--- config.mk ---
export PLATFORM = sky130hd
export DESIGN_NAME = uart_tx_fifo_flat
export DESIGN_NICKNAME = d
export VERILOG_FILES = /design/src/rtl/uart_tx_fifo_if.sv /design/src/rtl/uart_tx_fifo.sv /design/src/flat_wrapper.sv
export SDC_FILE = /design/constraint.sdc
export NUM_CORES = 1
export LEC_CHECK = 0
export CORE_ASPECT_RATIO = 1.1
export CORE_MARGIN = 4
export CORE_UTILIZATION = 61
export DETAILED_ROUTE_END_ITERATION = 10
export PLACE_DENSITY = 0.79
export RECOVER_POWER = 25
export SYNTH_ARGS = -nofsm -noshare
export SYNTH_HDL_FRONTEND = slang
export SYNTH_SLANG_ARGS = --single-unit
--- constraint.sdc ---
create_clock -name clk -period 3.8 [get_ports clk]
set_clock_uncertainty 0.05 [all_clocks]
set_input_delay 1.14 -clock clk [delete_from_list [all_inputs] [get_ports clk]]
set_output_delay 1.14 -clock clk [all_outputs]
set_load 0.01 [all_outputs]
--- src/rtl/uart_tx_fifo_if.sv ---
// Write-side bus of the UART transmitter: byte strobe in, FIFO status out.
// DEPTH_LOG2 must match the DEPTH_LOG2 of the uart_tx_fifo it connects to.
interface uart_tx_fifo_if #(
  parameter int DEPTH_LOG2 = 4
);
  logic                  wr_en;
  logic [7:0]            wr_data;
  logic                  full;
  logic                  empty;
  logic [DEPTH_LOG2:0]   level;
  logic                  overflow;

  modport master (
    output wr_en, wr_data,
    input  full, empty, level, overflow
  );

  modport slave (
    input  wr_en, wr_data,
    output full, empty, level, overflow
  );
endinterface

--- src/rtl/uart_tx_fifo.sv ---
// Byte FIFO feeding an 8N1 UART serializer; frames run back-to-back while
// bytes are queued, and dropped writes raise a sticky overflow flag.
module uart_tx_fifo #(
  parameter int CLOCK_RATE = 24_000_000,
  parameter int BAUD_RATE  = 115200,
  parameter int DEPTH_LOG2 = 4
) (
  input  logic           clk,
  input  logic           rst,
  uart_tx_fifo_if.slave  wr,
  output logic           busy,
  output logic           tx
);

  localparam int DIV   = CLOCK_RATE / BAUD_RATE;
  localparam int CW    = $clog2(DIV) + 1;
  localparam int DEPTH = 1 << DEPTH_LOG2;
  localparam logic [CW-1:0] RELOAD = CW'(DIV - 1);

  typedef enum logic [1:0] {IDLE, START, DATA, STOP} state_t;

  logic [7:0]            mem [DEPTH];
  logic [DEPTH_LOG2-1:0] wr_ptr, rd_ptr;
  logic [DEPTH_LOG2:0]   count;
  logic                  overflow;

  state_t                state, state_next;
  logic [CW-1:0]         baud_cnt, baud_next;
  logic [2:0]            bit_idx, bit_next;
  logic [7:0]            shift, shift_next;
  logic                  tx_next;
  logic                  pop;
  logic                  baud_done;
  logic                  empty, full, wr_accept;

  assign empty     = (count == '0);
  assign full      = count[DEPTH_LOG2];
  assign wr_accept = wr.wr_en && (!full || pop);
  assign baud_done = (baud_cnt == '0);

  assign wr.empty    = empty;
  assign wr.full     = full;
  assign wr.level    = count;
  assign wr.overflow = overflow;
  assign busy        = (state != IDLE);

  // NOTE: every signal driven here gets a default first, so no path through
  // the case statement can leave a value held and infer a latch.
  always_comb begin
    state_next = state;
    baud_next  = baud_cnt;
    bit_next   = bit_idx;
    shift_next = shift;
    tx_next    = tx;
    pop        = 1'b0;
    unique case (state)
      IDLE: begin
        tx_next = 1'b1;
        if (!empty) begin
          pop        = 1'b1;
          shift_next = mem[rd_ptr];
          baud_next  = RELOAD;
          bit_next   = '0;
          tx_next    = 1'b0;
          state_next = START;
        end
      end
      START: begin
        if (baud_done) begin
          baud_next  = RELOAD;
          bit_next   = '0;
          tx_next    = shift[0];
          state_next = DATA;
        end else begin
          baud_next = baud_cnt - 1'b1;
        end
      end
      DATA: begin
        if (baud_done) begin
          baud_next = RELOAD;
          if (bit_idx == 3'd7) begin
            tx_next    = 1'b1;
            state_next = STOP;
          end else begin
            bit_next   = bit_idx + 1'b1;
            shift_next = shift >> 1;
            tx_next    = shift[1];
          end
        end else begin
          baud_next = baud_cnt - 1'b1;
        end
      end
      STOP: begin
        if (baud_done) begin
          if (!empty) begin
            // Next byte starts immediately so consecutive frames have no idle gap.
            pop        = 1'b1;
            shift_next = mem[rd_ptr];
            baud_next  = RELOAD;
            bit_next   = '0;
            tx_next    = 1'b0;
            state_next = START;
          end else begin
            baud_next  = '0;
            tx_next    = 1'b1;
            state_next = IDLE;
          end
        end else begin
          baud_next = baud_cnt - 1'b1;
        end
      end
      default: state_next = IDLE;
    endcase
  end

  // NOTE: state is updated with non-blocking assignments so every register
  // samples the pre-edge values computed above, regardless of statement order.
  always_ff @(posedge clk) begin
    if (rst) begin
      state    <= IDLE;
      baud_cnt <= '0;
      bit_idx  <= '0;
      shift    <= '0;
      tx       <= 1'b1;
      wr_ptr   <= '0;
      rd_ptr   <= '0;
      count    <= '0;
      overflow <= 1'b0;
    end else begin
      state    <= state_next;
      baud_cnt <= baud_next;
      bit_idx  <= bit_next;
      shift    <= shift_next;
      tx       <= tx_next;
      if (wr_accept) wr_ptr <= wr_ptr + 1'b1;
      if (pop)       rd_ptr <= rd_ptr + 1'b1;
      case ({wr_accept, pop})
        2'b10:   count <= count + 1'b1;
        2'b01:   count <= count - 1'b1;
        default: count <= count;
      endcase
      if (wr.wr_en && full && !pop) overflow <= 1'b1;
    end
  end

  // NOTE: the storage array has no reset; pointers and count define validity,
  // so clearing the data would only cost logic.
  always_ff @(posedge clk) begin
    if (!rst && wr_accept) mem[wr_ptr] <= wr.wr_data;
  end

endmodule

--- src/flat_wrapper.sv ---
// flat-port wrapper written by rule: the top's interface ports become plain ports
module uart_tx_fifo_flat 
#(
  parameter int CLOCK_RATE = 24_000_000,
  parameter int BAUD_RATE  = 115200,
  parameter int DEPTH_LOG2 = 4
)
  (clk, rst, busy, tx, wr_wr_en, wr_wr_data, wr_full, wr_empty, wr_level, wr_overflow);
  uart_tx_fifo_if #(.DEPTH_LOG2(DEPTH_LOG2)) wr_i ();
  input  logic clk;
  input  logic rst;
  output logic busy;
  output logic tx;
  input wire logic [$bits(wr_i.wr_en)-1:0] wr_wr_en;
  input wire logic [$bits(wr_i.wr_data)-1:0] wr_wr_data;
  output wire logic [$bits(wr_i.full)-1:0] wr_full;
  output wire logic [$bits(wr_i.empty)-1:0] wr_empty;
  output wire logic [$bits(wr_i.level)-1:0] wr_level;
  output wire logic [$bits(wr_i.overflow)-1:0] wr_overflow;
  assign wr_i.wr_en = wr_wr_en;
  assign wr_i.wr_data = wr_wr_data;
  assign wr_full = wr_i.full;
  assign wr_empty = wr_i.empty;
  assign wr_level = wr_i.level;
  assign wr_overflow = wr_i.overflow;
  uart_tx_fifo #(.CLOCK_RATE(CLOCK_RATE), .BAUD_RATE(BAUD_RATE), .DEPTH_LOG2(DEPTH_LOG2)) u_core (.clk(clk), .rst(rst), .wr(wr_i), .busy(busy), .tx(tx));
endmodule
==> summary.md, run 1 <==
| Metric | Value |
|---|---|
| Setup bufs post-CTS | `0` |
| Count leader, synth | `edfxtp_1` |
| Number of buffers created by CTS | `17` |
| EDFF count, synth | `128` |
| Mux share of post-synthesis cell area | `0.1026` |
| Share of cells above drive strength 1 | `0.1835` |
| Clock Sinks | `169` |
| Least-Margin Pin Slew | `0.8825 ns` |
| Placed cells | `663` |
| Simple-Gate Fraction of Synth Area | `0.1075` |
| TNS Setup | `0 ns` |
| Initial core utilization | `0.6323` |
| First-pass detailed-route iteration total | `5` |
| Cells after synthesis | `504` |
| Post-route minimum period | `3.401 ns` |
| Die Wd | `112.5 um` |
| Final Cycle Share | `0.8950` |
| Async set-reset flop share out of synthesis | `0` |
| Hold crit path type | `flip-flop to flip-flop` |
| Xor/xnor share of the synthesized area | `0.01553` |
| Global-route wire length before repair | `23760 um` |
| GRT overflow | `0` |
| Final setup viols | `0` |
| Pwr Density | `722.9 nW/um^2` |
| Register area | `4666 um^2` |
| Post-synthesis cell area | `7331 um^2` |
| Gates resized, CTS repair | `0` |
| Worst setup EP type | `flip-flop` |
| Worst-path maximum fanout | `2` |
| Avg WL per Cell | `21.44 um` |
| Std cell rows | `41` |
| Core Area | `11590 um^2` |
| Port bufs | `20` |
| Fill count | `775` |
| Critical path arrival | `3.65 ns` |
| Post-synthesis sequential area ratio | `0.6363` |
| Normalized max-slew margin | `0.4117` |
| Clock transition at path regs | `0.06 ns` |
| Post-route ant nets | `0` |
| DRC Markers | `0` |
| Root Buffer | `clkbuf_16` |
| Hold WS | `0.4082 ns` |
| Synth area leaders | `edfxtp_1 (52%), dfxtp_1 (11%), mux4_2 (8.0%)` |
| Worst-skew pair later-pin latency | `0.43 ns` |
| CTS Hold Bufs | `0` |
| I/O pin count | `21` |
| GP Congestion | `0.8998` |
| Via density | `6.381` |
| Post-synth top cells | `edfxtp_1 (128), dfxtp_1 (41), a21oi_1 (29), nor2_1 (28), mux4_2 (26)` |
| DIE HEIGHT | `123.0 um` |
| Compound-cell area share of the yosys netlist | `0.08193` |
| Multi-input combinational cell area | `2467 um^2` |
| Cell variety after synth | `66` |
| Largest net degree at the start of global routing | `39` |
| GRT Util Overall | `0.2313` |
| Post-synth top area cell | `edfxtp_1` |
| Fmax | `0.2940 GHz` |
| Synth Net Count | `532` |
| Die area | `13840 um^2` |
| MaxCap Viol Count | `0` |
| Layout Nets | `560` |
| Final HPWL DP | `9726 um` |
| Post-layout util | `0.7115` |
| Slew Viols, Final | `0` |
| # diodes | `0` |
| Largest family of logic cells by synthesized area | `simple AND/OR/NAND/NOR gates` |
| Startpoint types | `input pin` |
| Final Hold Fails | `0` |
| Critical path type | `input pin to flip-flop` |
| Via count | `4435` |
| Clk buf depth | `2` |
| CTS tree | `done` |
| Synth Flop Type | `edfxtp_1` |
| Yosys Warn Count | `0` |
| Area grow syn2layout | `12.53%` |
| Total Wirelength | `14900 um` |
| Placed Area | `7671 um^2` |
| Yosys reg bits | `169` |
| P_leak | `0.002794 uW` |
| Final std cells w/o fill | `695` |
| Mean Syn Cell Area | `14.55 um^2` |
| Share of the synthesized area in the top cell type | `0.5243` |
| VDD IR-drop max | `0.4551 mV` |
| Vias in the first global route | `4349` |
| H-tree depth | `4` |
| RSZ-0062 raised after global routing | `no` |
| CP Data Required Time | `4.05 ns` |
| Outcome | `completed` |
| Post-Synth Adder-Cell Area | `0.02902` |
| Initial antenna violation count | `0` |
| DRT iter0 DRCs | `364` |
| Post-route cell area | `8249 um^2` |
==> flip-flops by register name, summed over array words and instances (netlist names), named ones only <==
signal and flops:
u_core.state 2, u_core.shift 8, u_core.tx 1, u_core.wr_ptr 4, u_core.baud_cnt 9, u_core.mem 128
u_core.rd_ptr 4, u_core.wr.overflow 1, u_core.wr.level 5, u_core.bit_idx 3
==> metal layers <==
layer	vias up	routed length, um	GRT usage
met5	-	0	0
met4	0	365	0.09391
met2	178	7504	0.3744
met1	2212	6208	0.3102
met3	32	822	0.04944
li1	2013	-	-
==> path summary, 6_finish.rpt <==
| check | startpoint | end | slack (ns) | depth (start not counted) |
|---|---|---|---|---|
| hold reg to reg | u_core.shift[5]$_SDFFE_PP0P_ | u_core.shift[5]$_SDFFE_PP0P_ | 0.41 | 2 |
| setup reg to reg | u_core.state[0]$_SDFFE_PP0P_ | u_core.wr.level[4]$_SDFFE_PP0P_ | 0.44 | 14 |
| hold / removal | u_core.shift[5]$_SDFFE_PP0P_ | u_core.shift[5]$_SDFFE_PP0P_ | 0.41 | 2 |
| setup / recovery | wr_wr_en | u_core.wr.level[4]$_SDFFE_PP0P_ | 0.40 | 13 |
==> metrics by stage <==
step	worst slack (ns)	power (uW)
after detailed placement	-0.008265	4283
final	0.3989	5964
after global routing	0.2335	6267
after global placement	0.07702	4209
after floorplan	0.3624	3756
after CTS	0.4457	5967
==> worst max-delay path, stage by stage <==
cell,delay (ns)
clkdlybuf4s50_1,0.48
nand3b_1,0.10
or3_4,0.37
nand2_4,0.07
inv_1,0.05
ha_1,0.22
xor2_1,0.15
ha_1,0.18
a21oi_1,0.16
o22ai_1,0.12
a222oi_1,0.40
or3_1,0.16
a21oi_1,0.06
==> cell families after synthesis <==
family	count (synthesis)
multiplexers	41
XOR/XNOR	13
adder cells (fa/ha/maj)	17
flip-flops	169
buffers and inverters	39
AND/OR/NAND/NOR	136
AO/OA/AOI/OAI	89
==> layout by cell type (no fill, tap or decap), types with 12 or more instances in the layout <==
master	Yosys	routed
nand2_1	19	19
ha_1	17	17
nor2_1	28	28
mux4_2	26	26
clkdlybuf4s50_1	0	15
mux2_2	13	13
nor3_1	12	12
dfxtp_1	41	40
buf_4	2	12
inv_1	16	16
nand3_1	18	18
clkbuf_16	0	17
edfxtp_1	128	128
and3_1	14	14
o21ai_0	16	16
a21oi_1	29	29
==> report_power, final <==
part / total [uW] / internal [uW] / switching (uW)
clock network: 1700 / 978 / 717
logic: 1880 / 841 / 1040
registers: 2390 / 2180 / 213
total: 5960 / 3990 / 1970
==> cell type report <==
type / count / share of cell area
sequential: 169 / 0.5656
inverter: 16 / 0.007280
clock inverter: 12 / 0.01714
clock buffer: 20 / 0.05293
tap: 150 / 0.02275
timing repair buffer: 32 / 0.03519
multi-input combinational: 296 / 0.2991
No activity file was read; power rests on OpenSTA's default activity.
==> run 2: changes to the inputs <==
clock period = 3.2 ns   (was 3.8 ns; I/O delays follow)
==> summary.md, run 2 (synthesis results as in run 1) <==
| Metric | Value |
|---|---|
| Outcome | `completed` |
| Top reg by flops | `u_core.mem` |
| Cell family with most CP delay | `simple AND/OR/NAND/NOR gates` |
| GRT overflow | `0` |
| Post-route minimum period | `3.102 ns` |
| Core Area | `11590 um^2` |
| Max stage delay on crit path | `0.51 ns` |
| CP cell instances | `inv_2 -> ha_4 -> or4b_4 -> or3_4 -> nand2_4 -> inv_2 -> ha_4 -> xor2_1 -> ha_2 -> a21oi_2 -> o22ai_1 -> a222oi_1 -> or3_1 -> a21oi_1` |
| Layout Nets | `581` |
| Placed cells | `681` |
| Via count | `4665` |
| CP Data Required Time | `3.44 ns` |
| Pwr Total | `7359 uW` |
| Hold EP | `u_core.shift[2]$_SDFFE_PP0P_` |
| Die Wd | `112.5 um` |
| Post-route cell area | `8471 um^2` |
| Placed Area | `7812 um^2` |
| Pwr Density | `868.8 nW/um^2` |
| Largest net degree at the start of global routing | `39` |
| Final Cycle Share | `0.9693` |
| Buf+Inv Stages, Crit Path | `2` |
| Initial core utilization | `0.6323` |
| Final HPWL DP | `9954 um` |
| Startpoint types | `flip-flop` |
| VDD IR-drop max | `0.7468 mV` |
| First-pass detailed-route iteration total | `5` |
| Fmax | `0.3224 GHz` |
| DRT iter0 DRCs | `548` |
| # diodes | `0` |
| Total Wirelength | `16260 um` |
| Worst-skew pair later-pin latency | `0.42 ns` |
| Share of cells above drive strength 1 | `0.2332` |
| Critical R2R Launch | `u_core.baud_cnt[0]$_SDFFE_PP0P_` |
| Critical path type | `flip-flop to flip-flop` |
| Leading registers by flop count | `u_core.mem x128, u_core.baud_cnt x9, u_core.shift x8` |
| Worst setup EP type | `flip-flop` |
| TNS Setup | `0 ns` |
| Critical path's slowest cell | `or4b_4` |
| MaxCap Viol Count | `0` |
| Critical path arrival | `3.35 ns` |
| P_leak | `0.002912 uW` |
| Final setup viols | `0` |
| Clock Sinks | `169` |
| Slew Viols, Final | `0` |
| CTS Hold Bufs | `0` |
| Hold depth | `2` |
| GP Congestion | `0.8601` |
| Origin of the worst setup path | `u_core.baud_cnt[0]$_SDFFE_PP0P_` |
| Reg2reg setup slack | `0.1 ns` |
| Worst Reg-to-Reg Cells | `14` |
| I/O pin count | `21` |
| Hold crit path type | `flip-flop to flip-flop` |
| Vias in the first global route | `4630` |
| Final Hold Fails | `0` |
| Initial antenna violation count | `0` |
| CTS tree | `done` |
| Global-route wire length before repair | `25900 um` |
| Avg WL per Cell | `22.71 um` |
| Number of buffers created by CTS | `17` |
| Area grow syn2layout | `15.55%` |
| Normalized max-slew margin | `0.3928` |
| Root Buffer | `clkbuf_16` |
| Die area | `13840 um^2` |
| Worst-path maximum fanout | `5` |
| Post-route ant nets | `0` |
| Clock transition at path regs | `0.07 ns` |
| Final std cells w/o fill | `716` |
| Std cell rows | `41` |
| Clk buf depth | `2` |
| Least-Margin Pin Slew | `0.9108 ns` |
| Commonest cells after routing, fill and taps aside | `edfxtp_1 (128), dfxtp_1 (38), buf_4 (33)` |
| DRC Markers | `0` |
| Multi-input combinational cell area | `2521 um^2` |
| Register area | `4668 um^2` |
| H-tree depth | `4` |
| Via density | `6.515` |
| Largest register FFs | `128` |
| GRT Util Overall | `0.2500` |
| Most common cell after layout, fill and taps aside | `edfxtp_1` |
| DIE HEIGHT | `123.0 um` |
| Fill count | `741` |
| Port bufs | `20` |
| R2r endpoint | `u_core.wr.level[4]$_SDFFE_PP0P_` |
| Startpoint of the worst hold path | `u_core.shift[2]$_SDFFE_PP0P_` |
run 2: layout make-up:
type / instances / area share
Inverter: 16 / 0.007090
Timing Repair Buffer: 53 / 0.05318
Multi-Input combinational cell: 296 / 0.2976
Tap cell: 150 / 0.02216
Clock inverter: 15 / 0.01861
Sequential cell: 169 / 0.5511
Clock buffer: 17 / 0.05022
run 2: worst max-delay path by stage:
stage                                            endpoint  slack, ns  cells past startpoint
final                     u_core.wr.level[4]$_SDFFE_PP0P_        0.1                     14
after global routing      u_core.wr.level[4]$_SDFFE_PP0P_     -0.002                     14
after CTS                 u_core.wr.level[4]$_SDFFE_PP0P_     0.0002                     14
after detailed placement  u_core.wr.level[4]$_SDFFE_PP0P_      -0.39                     13
after global placement    u_core.wr.level[4]$_SDFFE_PP0P_      -0.28                     13
after floorplan           u_core.wr.level[4]$_SDFFE_PP0P_       0.02                     15
run 2: layer usage:
layer / up-vias / wire length [um] / global-route usage
li1: 2066 / - / -
met3: 44 / 1170 / 0.05237
met2: 231 / 7992 / 0.4009
met5: - / 0 / 0
met4: 0 / 447 / 0.09241
met1: 2324 / 6653 / 0.3437
run 2: worst min-delay path, stage by stage (launching register included):
cell	delay, ns
dfxtp_1	0.31
nand2_1	0.05
a21oi_1	0.06
run 2: report_power, final:
part / internal (uW) / leakage, uW / switching [uW] / total, uW
combinational: 1130 / 0.00114 / 1400 / 2530
clock: 1100 / 0.000279 / 908 / 2010
sequential: 2580 / 0.00149 / 231 / 2820
total: 4820 / 0.00291 / 2540 / 7360
run 2: per-stage QoR:
step                      utilization  setup slack (ns)  hold WS [ns]
final                          0.7306           0.09837        0.4221
after global routing           0.7306         -0.002107        0.4341
after CTS                      0.7242         0.0002438        0.4160
after detailed placement       0.6739           -0.3875        0.4014
after global placement         0.6739           -0.2804        0.3869
after floorplan                     -           0.01688        0.3812
run 2: repair_timing:
action,CTS,global route
buffers inserted,0,3
endpoints found under the setup margin,1,4
pin swaps,1,7
cloned,0,0
resized for setup,0,13
==> run 3: changes to the inputs <==
CAP_MARGIN = 20   (was default)
MAX_ROUTING_LAYER = met4   (was default)
==> summary.md, run 3 (synthesis results as in run 1) <==
| Metric | Value |
|---|---|
| Switch share | `0.3453` |
| Core Area | `11590 um^2` |
| Hold depth | `1` |
| Fill count | `741` |
| Root Buffer | `clkbuf_16` |
| Reg2reg setup slack | `0.1 ns` |
| Std cell rows | `41` |
| Via density | `6.492` |
| Post-route minimum period | `3.102 ns` |
| Startpoint of the worst hold path | `u_core.tx$_SDFFE_PP1P_` |
| Post-route ant nets | `0` |
| Fmax | `0.3224 GHz` |
| Leading registers by flop count | `u_core.mem x128, u_core.baud_cnt x9, u_core.shift x8` |
| DRC Markers | `0` |
| DIE HEIGHT | `123.0 um` |
| VDD IR-drop max | `0.7424 mV` |
| Total Wirelength | `16300 um` |
| Reg power frac | `0.383` |
| I/O pin count | `21` |
| Placed Area | `7812 um^2` |
| Origin of the worst setup path | `u_core.baud_cnt[0]$_SDFFE_PP0P_` |
| Final Cycle Share | `0.9693` |
| Worst-path maximum fanout | `5` |
| Clock transition at path regs | `0.07 ns` |
| Critical path type | `flip-flop to flip-flop` |
| Commonest cells after routing, fill and taps aside | `edfxtp_1 (128), dfxtp_1 (38), buf_4 (33)` |
| Port bufs | `20` |
| First-pass detailed-route iteration total | `5` |
| Largest register FFs | `128` |
| Post-route setup slack | `0.09821 ns` |
| P_leak | `0.002911 uW` |
| Final setup viols | `0` |
| Initial core utilization | `0.6323` |
| Layout Nets | `581` |
| Clock Sinks | `169` |
| Die area | `13840 um^2` |
| Hold crit path type | `flip-flop to flip-flop` |
| Share of cells above drive strength 1 | `0.2332` |
| MaxCap Viol Count | `0` |
| Final HPWL DP | `9954 um` |
| Most common cell after layout, fill and taps aside | `edfxtp_1` |
| H-tree depth | `4` |
| Worst-skew pair later-pin latency | `0.43 ns` |
| Critical path arrival | `3.35 ns` |
| Initial antenna violation count | `0` |
| Via count | `4648` |
| Post-route cell area | `8471 um^2` |
| Normalized max-slew margin | `0.4009` |
| Largest net degree at the start of global routing | `39` |
| GP Congestion | `0.8739` |
| Clk buf depth | `2` |
| Pint | `4816 uW` |
| Hold EP | `u_core.tx$_SDFFE_PP1P_` |
| Power share of the clock group | `0.274` |
| Area grow syn2layout | `15.55%` |
| R2r endpoint | `u_core.wr.level[4]$_SDFFE_PP0P_` |
| Critical R2R Launch | `u_core.baud_cnt[0]$_SDFFE_PP0P_` |
| DRT iter0 DRCs | `590` |
| Final Hold Fails | `0` |
| Pwr Density | `868.5 nW/um^2` |
| Vias in the first global route | `4619` |
| Startpoint types | `flip-flop` |
| Switch Pwr | `2541 uW` |
| Slew Viols, Final | `0` |
| Worst Reg-to-Reg Cells | `14` |
| Avg WL per Cell | `22.77 um` |
| GRT overflow | `0` |
| # diodes | `0` |
| Outcome | `completed` |
| CTS tree | `done` |
| Die Wd | `112.5 um` |
| Worst setup EP type | `flip-flop` |
| Global-route wire length before repair | `25930 um` |
| Top reg by flops | `u_core.mem` |
| Number of buffers created by CTS | `17` |
| CP Data Required Time | `3.45 ns` |
| Least-Margin Pin Slew | `0.8987 ns` |
| Comb power frac | `0.343` |
| GRT Util Overall | `0.2579` |
| DP Worst Slack | `-0.3875 ns` |
==> run 3: changes by cell type in the layout (fill, tap and decap cells not counted) <==
cell	delta
clkdlybuf4s50_1	+1
dlygate4sd3_1	-1
==> run 3: final cells by class <==
class	instances	area [um^2]	area share
clock inverter	15	157.7	0.01861
tap	150	187.7	0.02216
timing repair buffer	53	450.4	0.05318
clock buffer	17	425.4	0.05022
multi-input combinational	296	2521	0.2976
sequential	169	4668	0.5511
inverter	16	60.06	0.007090
==> run 3: worst max-delay path by stage <==
stage	endpoint	slack, ns	cells past startpoint
after floorplan	u_core.wr.level[4]$_SDFFE_PP0P_	0.02	15
after global placement	u_core.wr.level[4]$_SDFFE_PP0P_	-0.28	13
after detailed placement	u_core.wr.level[4]$_SDFFE_PP0P_	-0.39	13
after CTS	u_core.wr.level[4]$_SDFFE_PP0P_	0.0002	14
after global routing	u_core.wr.level[4]$_SDFFE_PP0P_	-0.002	14
final	u_core.wr.level[4]$_SDFFE_PP0P_	0.1	14
==> run 3: timing repair <==
item	4_1_cts	5_1_grt
hold buffers	0	0
pin swaps	1	7
resized for setup	0	13
endpoints found under the setup margin	1	4
setup buffers	0	3
==> run 3: through the flow <==
step | utilization | TNS [ns] | power [uW] | instances | hold WS [ns]
after global placement | 0.6739 | -0.6130 | 5110 | 681 | 0.3869
after detailed placement | 0.6739 | -0.8743 | 5216 | 681 | 0.4014
after global routing | 0.7306 | -0.002027 | 7720 | 716 | 0.4341
after CTS | 0.7242 | 0 | 7240 | 713 | 0.4160
after floorplan | - | 0 | 4466 | 504 | 0.3812
final | 0.7306 | 0 | 7356 | 716 | 0.4247
==> run 3: critical path, cell delays in order (launching register included) <==
cell	delay [ns]
dfxtp_2	0.34
inv_2	0.09
ha_4	0.14
or4b_4	0.50
or3_4	0.41
nand2_4	0.08
inv_2	0.05
ha_4	0.15
xor2_1	0.14
ha_2	0.19
a21oi_2	0.14
o22ai_1	0.09
a222oi_1	0.37
or3_1	0.17
a21oi_1	0.05
==> run 3: routing by layer <==
metal	vias to the layer above	track usage	part of all wire
li1	2064	-	-
met1	2312	0.3448	0.41
met2	235	0.4024	0.50
met3	37	0.05140	0.067
met4	0	0.09091	0.025
met5	-	-	0
==> run 3: power by group through the flow <==
stage	Combinational, uW	Sequential (uW)	Clock, uW
after floorplan	1700	2770	0
after global placement	2290	2820	0
after detailed placement	2380	2840	0
after CTS	2420	2800	2020
after global routing	2740	2850	2140
final	2530	2820	2010
==> variant 1 (settings of run 3) <==
Put one more register stage on the output `tx`, without a reset. The value now appears one clock later. The other outputs are not delayed to match.
--- a/src/rtl/uart_tx_fifo.sv
+++ b/src/rtl/uart_tx_fifo.sv
@@ -18,6 +18,8 @@
   localparam logic [CW-1:0] RELOAD = CW'(DIV - 1);
 
   typedef enum logic [1:0] {IDLE, START, DATA, STOP} state_t;
+
+  logic tx_s0;
 
   logic [7:0]            mem [DEPTH];
   logic [DEPTH_LOG2-1:0] wr_ptr, rd_ptr;
@@ -51,7 +53,7 @@
     baud_next  = baud_cnt;
     bit_next   = bit_idx;
     shift_next = shift;
-    tx_next    = tx;
+    tx_next    = tx_s0;
     pop        = 1'b0;
     unique case (state)
       IDLE: begin
@@ -121,7 +123,7 @@
       baud_cnt <= '0;
       bit_idx  <= '0;
       shift    <= '0;
-      tx       <= 1'b1;
+      tx_s0    <= 1'b1;
       wr_ptr   <= '0;
       rd_ptr   <= '0;
       count    <= '0;
@@ -131,7 +133,7 @@
       baud_cnt <= baud_next;
       bit_idx  <= bit_next;
       shift    <= shift_next;
-      tx       <= tx_next;
+      tx_s0    <= tx_next;
       if (wr_accept) wr_ptr <= wr_ptr + 1'b1;
       if (pop)       rd_ptr <= rd_ptr + 1'b1;
       case ({wr_accept, pop})
@@ -149,5 +151,9 @@
     if (!rst && wr_accept) mem[wr_ptr] <= wr.wr_data;
   end
 
+  always_ff @(posedge clk) begin
+    tx <= tx_s0;
+  end
+
 endmodule
 
Behaviour: not the same (Yosys sat finds a counterexample within 4 cycles, from zero or initial values and one cycle with rst high).
==> variant 1 against run 3 <==
Sequential cell count increased by 1. Critical path type is now reg -> out. Via count decreased by 1.0%. Final cell count unchanged. Setup slack got worse by 41 ps. Non-clock buffer count unchanged. Cell area increased by 0.33%. Synthesized area increased by 0.27%. Routed wire length decreased by 2.7%. Count of clock-buffer cells in the layout increased by 1. Core utilization decreased by 0.086 points. Total power increased by 0.12%.
==> variant 1: results (changes against run 3) <==
Hold Path Stages: 0 (was 1)
Synth Area in XOR/XNOR: 1.55% (about the same)
Max VDD drop: 737 µV (was 742 µV)
dpl cells: 684 (was 681)
Filler cells: 680 (was 741)
First DRT Iteration DRCs: 362 (was 590)
min-delay src: u_core.tx_s0 (was u_core.tx)
Post-Route WL: 15900 µm (was 16300 µm)
vias in the first global route: 4618 (was 4619)
largest net degree at the start of global routing: 30 (was 39)
Seq/total area: 55.2% (was 55.1%)
worst setup path startpoint: u_core.wr.level[4] (was u_core.baud_cnt[0])
Synth Area in Compound Gates: 8.17% (was 8.19%)
Mapped Cells: 505 (was 504)
Leak: 2.91 nW (about the same)
clock sinks: 170 (was 169)
met3 Usage GRT: 6.12% (was 5.14%)
post-synthesis mux area share: 10.2% (was 10.3%)
CLK BUF: 18 (was 17)
detailed placement HPWL: 10000 µm (was 9950 µm)
Total GRT Usage: 25.1% (was 25.8%)
post-synthesis adder-cell area fraction: 2.89% (was 2.90%)
sequential element share of the synthesized area: 63.7% (was 63.6%)
sequential cell area: 4690 µm² (was 4670 µm²)
Post-CTS Resized: 1 (was 0)
status: complete, no violations (unchanged)
clock network area share: 6.76% (was 6.88%)
WL met3: 1230 µm (was 1090 µm)
first-pass GRT wire length: 25300 µm (was 25900 µm)
Layout Nets: 582 (was 581)
gpl congestion: 0.907 (was 0.874)
average via count per standard cell: 6.42 (was 6.49)
Slew HR: 39.5% (was 40.1%)
synth cell count leaders: 128 x edfxtp_1, 42 x dfxtp_1, 29 x a21oi_1 (was 128 x edfxtp_1, 41 x dfxtp_1, 29 x a21oi_1)
share of layout cells above drive strength 1: 23.5% (was 23.3%)
Worst EP arrival: 2130 ps (was 3350 ps)
met2 global-route usage: 38.9% (was 40.2%)
## variant 1: stage by stage
| stage | hold WS (ps) | util [%] | worst slack [ps] | power, mW |
|---|---|---|---|---|
| after global routing | 332 | 73.0 | -42.1 | 7.72 |
| after detailed placement | 311 | 67.6 | -426 | 5.26 |
| final | 325 | 73.0 | 57.3 | 7.37 |
| after floorplan | 282 | - | 16.9 | 4.48 |
| after CTS | 320 | 72.5 | 5.14 | 7.28 |
| after global placement | 312 | 67.6 | -282 | 5.16 |
## variant 1: worst paths after layout
check / end / slack [ps]
setup / recovery: wr_empty / 60
hold / removal: u_core.tx / 320
setup reg to reg: u_core.wr.level[4] / 90
hold reg to reg: u_core.tx / 320
## variant 1: worst max-delay path, stage by stage, from the launching register on
cell             delay, ps
dfxtp_1                400
or4_4                  630
nor2_2                 120
clkdlybuf4s50_1        550
## variant 1: power by group
group          leakage [nW]  total (mW)  switching (mW)  internal [mW]
sequential             1.50        2.85           0.241           2.61
combinational          1.14        2.51            1.37           1.14
clock                 0.273        2.01           0.860           1.15
==> variant 2 (settings of run 3) <==
Made on the original files. `BAUD_RATE` is set to 115200 in 2 places; all go to 28800.
--- a/src/rtl/uart_tx_fifo.sv
+++ b/src/rtl/uart_tx_fifo.sv
@@ -2,7 +2,7 @@
 // bytes are queued, and dropped writes raise a sticky overflow flag.
 module uart_tx_fifo #(
   parameter int CLOCK_RATE = 24_000_000,
-  parameter int BAUD_RATE  = 115200,
+  parameter int BAUD_RATE  = 28800,
   parameter int DEPTH_LOG2 = 4
 ) (
   input  logic           clk,
--- a/src/flat_wrapper.sv
+++ b/src/flat_wrapper.sv
@@ -2,7 +2,7 @@
 module uart_tx_fifo_flat 
 #(
   parameter int CLOCK_RATE = 24_000_000,
-  parameter int BAUD_RATE  = 115200,
+  parameter int BAUD_RATE  = 28800,
   parameter int DEPTH_LOG2 = 4
 )
   (clk, rst, busy, tx, wr_wr_en, wr_wr_data, wr_full, wr_empty, wr_level, wr_overflow);
Function: no difference found for any inputs over 10 cycles, from zero or initial values and one cycle with rst high; that may be too few to reach the edited logic, so the function may still have changed.
==> variant 2 against run 3 <==
The flow now finishes with violations (negative setup slack). Cell area rose by 1.7%. Setup slack got worse by 120 ps. Synthesized area barely moved. First-iteration DRC count fell by 1.4%. Sequential cell count rose by 2. Routed wire length is 8.3% lower. Total power fell by 5.5%. Critical path type unchanged.
==> variant 2: results (changes against run 3) <==
synth top area cells: edfxtp_1 52%, dfxtp_1 12%, mux4_2 7.4%, mux2i_1 3.0%, ha_1 2.9% (was edfxtp_1 52%, dfxtp_1 11%, mux4_2 8.0%, ha_1 2.9%, mux2_2 2.0%)
Slew @ Worst Pin: 1220 ps (was 899 ps)
largest net degree at the start of global routing: 25 (was 39)
Leak: 2.91 nW (about the same)
DP Area: 8010 µm² (was 7810 µm²)
Yosys Warn Count: 0 (unchanged)
dpl cells: 720 (was 681)
gpl congestion: 0.850 (was 0.874)
min-delay src: u_core.shift[7] (was u_core.tx)
total CTS buffers: 17 (unchanged)
initial antenna violation count: 0 (unchanged)
Total GRT Usage: 23.9% (was 25.8%)
DRT Pass-1 Iters: 7 (was 5)
worst setup path startpoint: u_core.baud_cnt[1] (was u_core.baud_cnt[0])
post-synthesis net count: 556 (was 532)
Root Buffer: clkbuf_16 (unchanged)
Hold Path Stages: 2 (was 1)
post-synthesis mux area share: 10.4% (was 10.3%)
syn avg cell area: 13.9 µm² (was 14.5 µm²)
Post-synth EDFFs: 128 (unchanged)
ys async rst share: 0% (unchanged)
worst skew pair latency: 420 ps
synth cell count leaders: 128 x edfxtp_1, 46 x nor2_1, 43 x dfxtp_1 (was 128 x edfxtp_1, 41 x dfxtp_1, 29 x a21oi_1)
Max VDD drop: 589 µV (was 742 µV)
Min-Delay Path Class: reg -> reg (unchanged)
final setup violation count: 1 (was 0)
failing checks: negative setup slack
post-synthesis adder-cell area fraction: 2.90% (about the same)
First DRT Iteration DRCs: 582 (was 590)
post-synth cell types: 58 (was 66)
status: finished, violations left (was complete, no violations)
Post-Route WL: 14900 µm (was 16300 µm)
Regs by FF count: u_core.mem (128), u_core.baud_cnt (11), u_core.shift (8) (was u_core.mem (128), u_core.baud_cnt (9), u_core.shift (8))
Hold Path End: u_core.shift[7] (was u_core.tx)
first-pass GRT wire length: 24400 µm (was 25900 µm)
Layout Cells excl Fill: 753 (was 716)
Worst EP arrival: 3520 ps (was 3350 ps)
worst-path cell with the longest stage delay: or4b_4 (unchanged)
share of layout cells above drive strength 1: 21.6% (was 23.3%)
CP max FO: 4 (was 5)
average via count per standard cell: 6.28 (was 6.49)
Synth Area in Compound Gates: 9.87% (was 8.19%)
sequential element share of the synthesized area: 64.2% (was 63.6%)
FF-to-FF path depth: 16 (was 14)
detailed placement HPWL: 10100 µm (was 9950 µm)
setup TNS: -20.8 ps (was 0 ps)
Synth Area in XOR/XNOR: 0.359% (was 1.55%)
pre-CTS setup slack: -59.2 ps (was -388 ps)
Worst path max stage delay: 480 ps (was 500 ps)
final worst slack: -20.8 ps (was 98.2 ps)
worst hold slack: 426 ps (was 425 ps)
Layout Nets: 618 (was 581)
-- variant 2: area by class of cell --
class | instances | area (µm²)
clock buffer | 19 | 433
clock inverter | 13 | 140
fill | 707 | 2980
inverter | 20 | 75.1
multi-input combinational | 311 | 2490
sequential | 171 | 4710
tap | 150 | 188
timing repair buffer | 69 | 581
-- variant 2: what timing repair did --
action | in CTS | in global routing
buffers inserted | 0 | 1
pin swaps | 1 | 1
setup endpoints to repair | 2 | 3
gates cloned | 0 | 0
hold buffers | 0 | 0
gates resized for setup | 2 | 2
-- variant 2: routing by layer --
metal / vias up / GRT usage (%) / routed length (µm)
met1: 2384 / 27.4 / 5850
met5: - / - / 0
met2: 137 / 41.4 / 8100
met4: 0 / 9.92 / 304
li1: 2181 / - / -
met3: 25 / 4.94 / 691
-- variant 2: power breakdown --
part           switching (mW)  internal (mW)  leakage (nW)
clock network           0.832           1.15         0.273
registers               0.168           2.54          1.51
logic                    1.22           1.03          1.14
total                    2.22           4.72          2.91
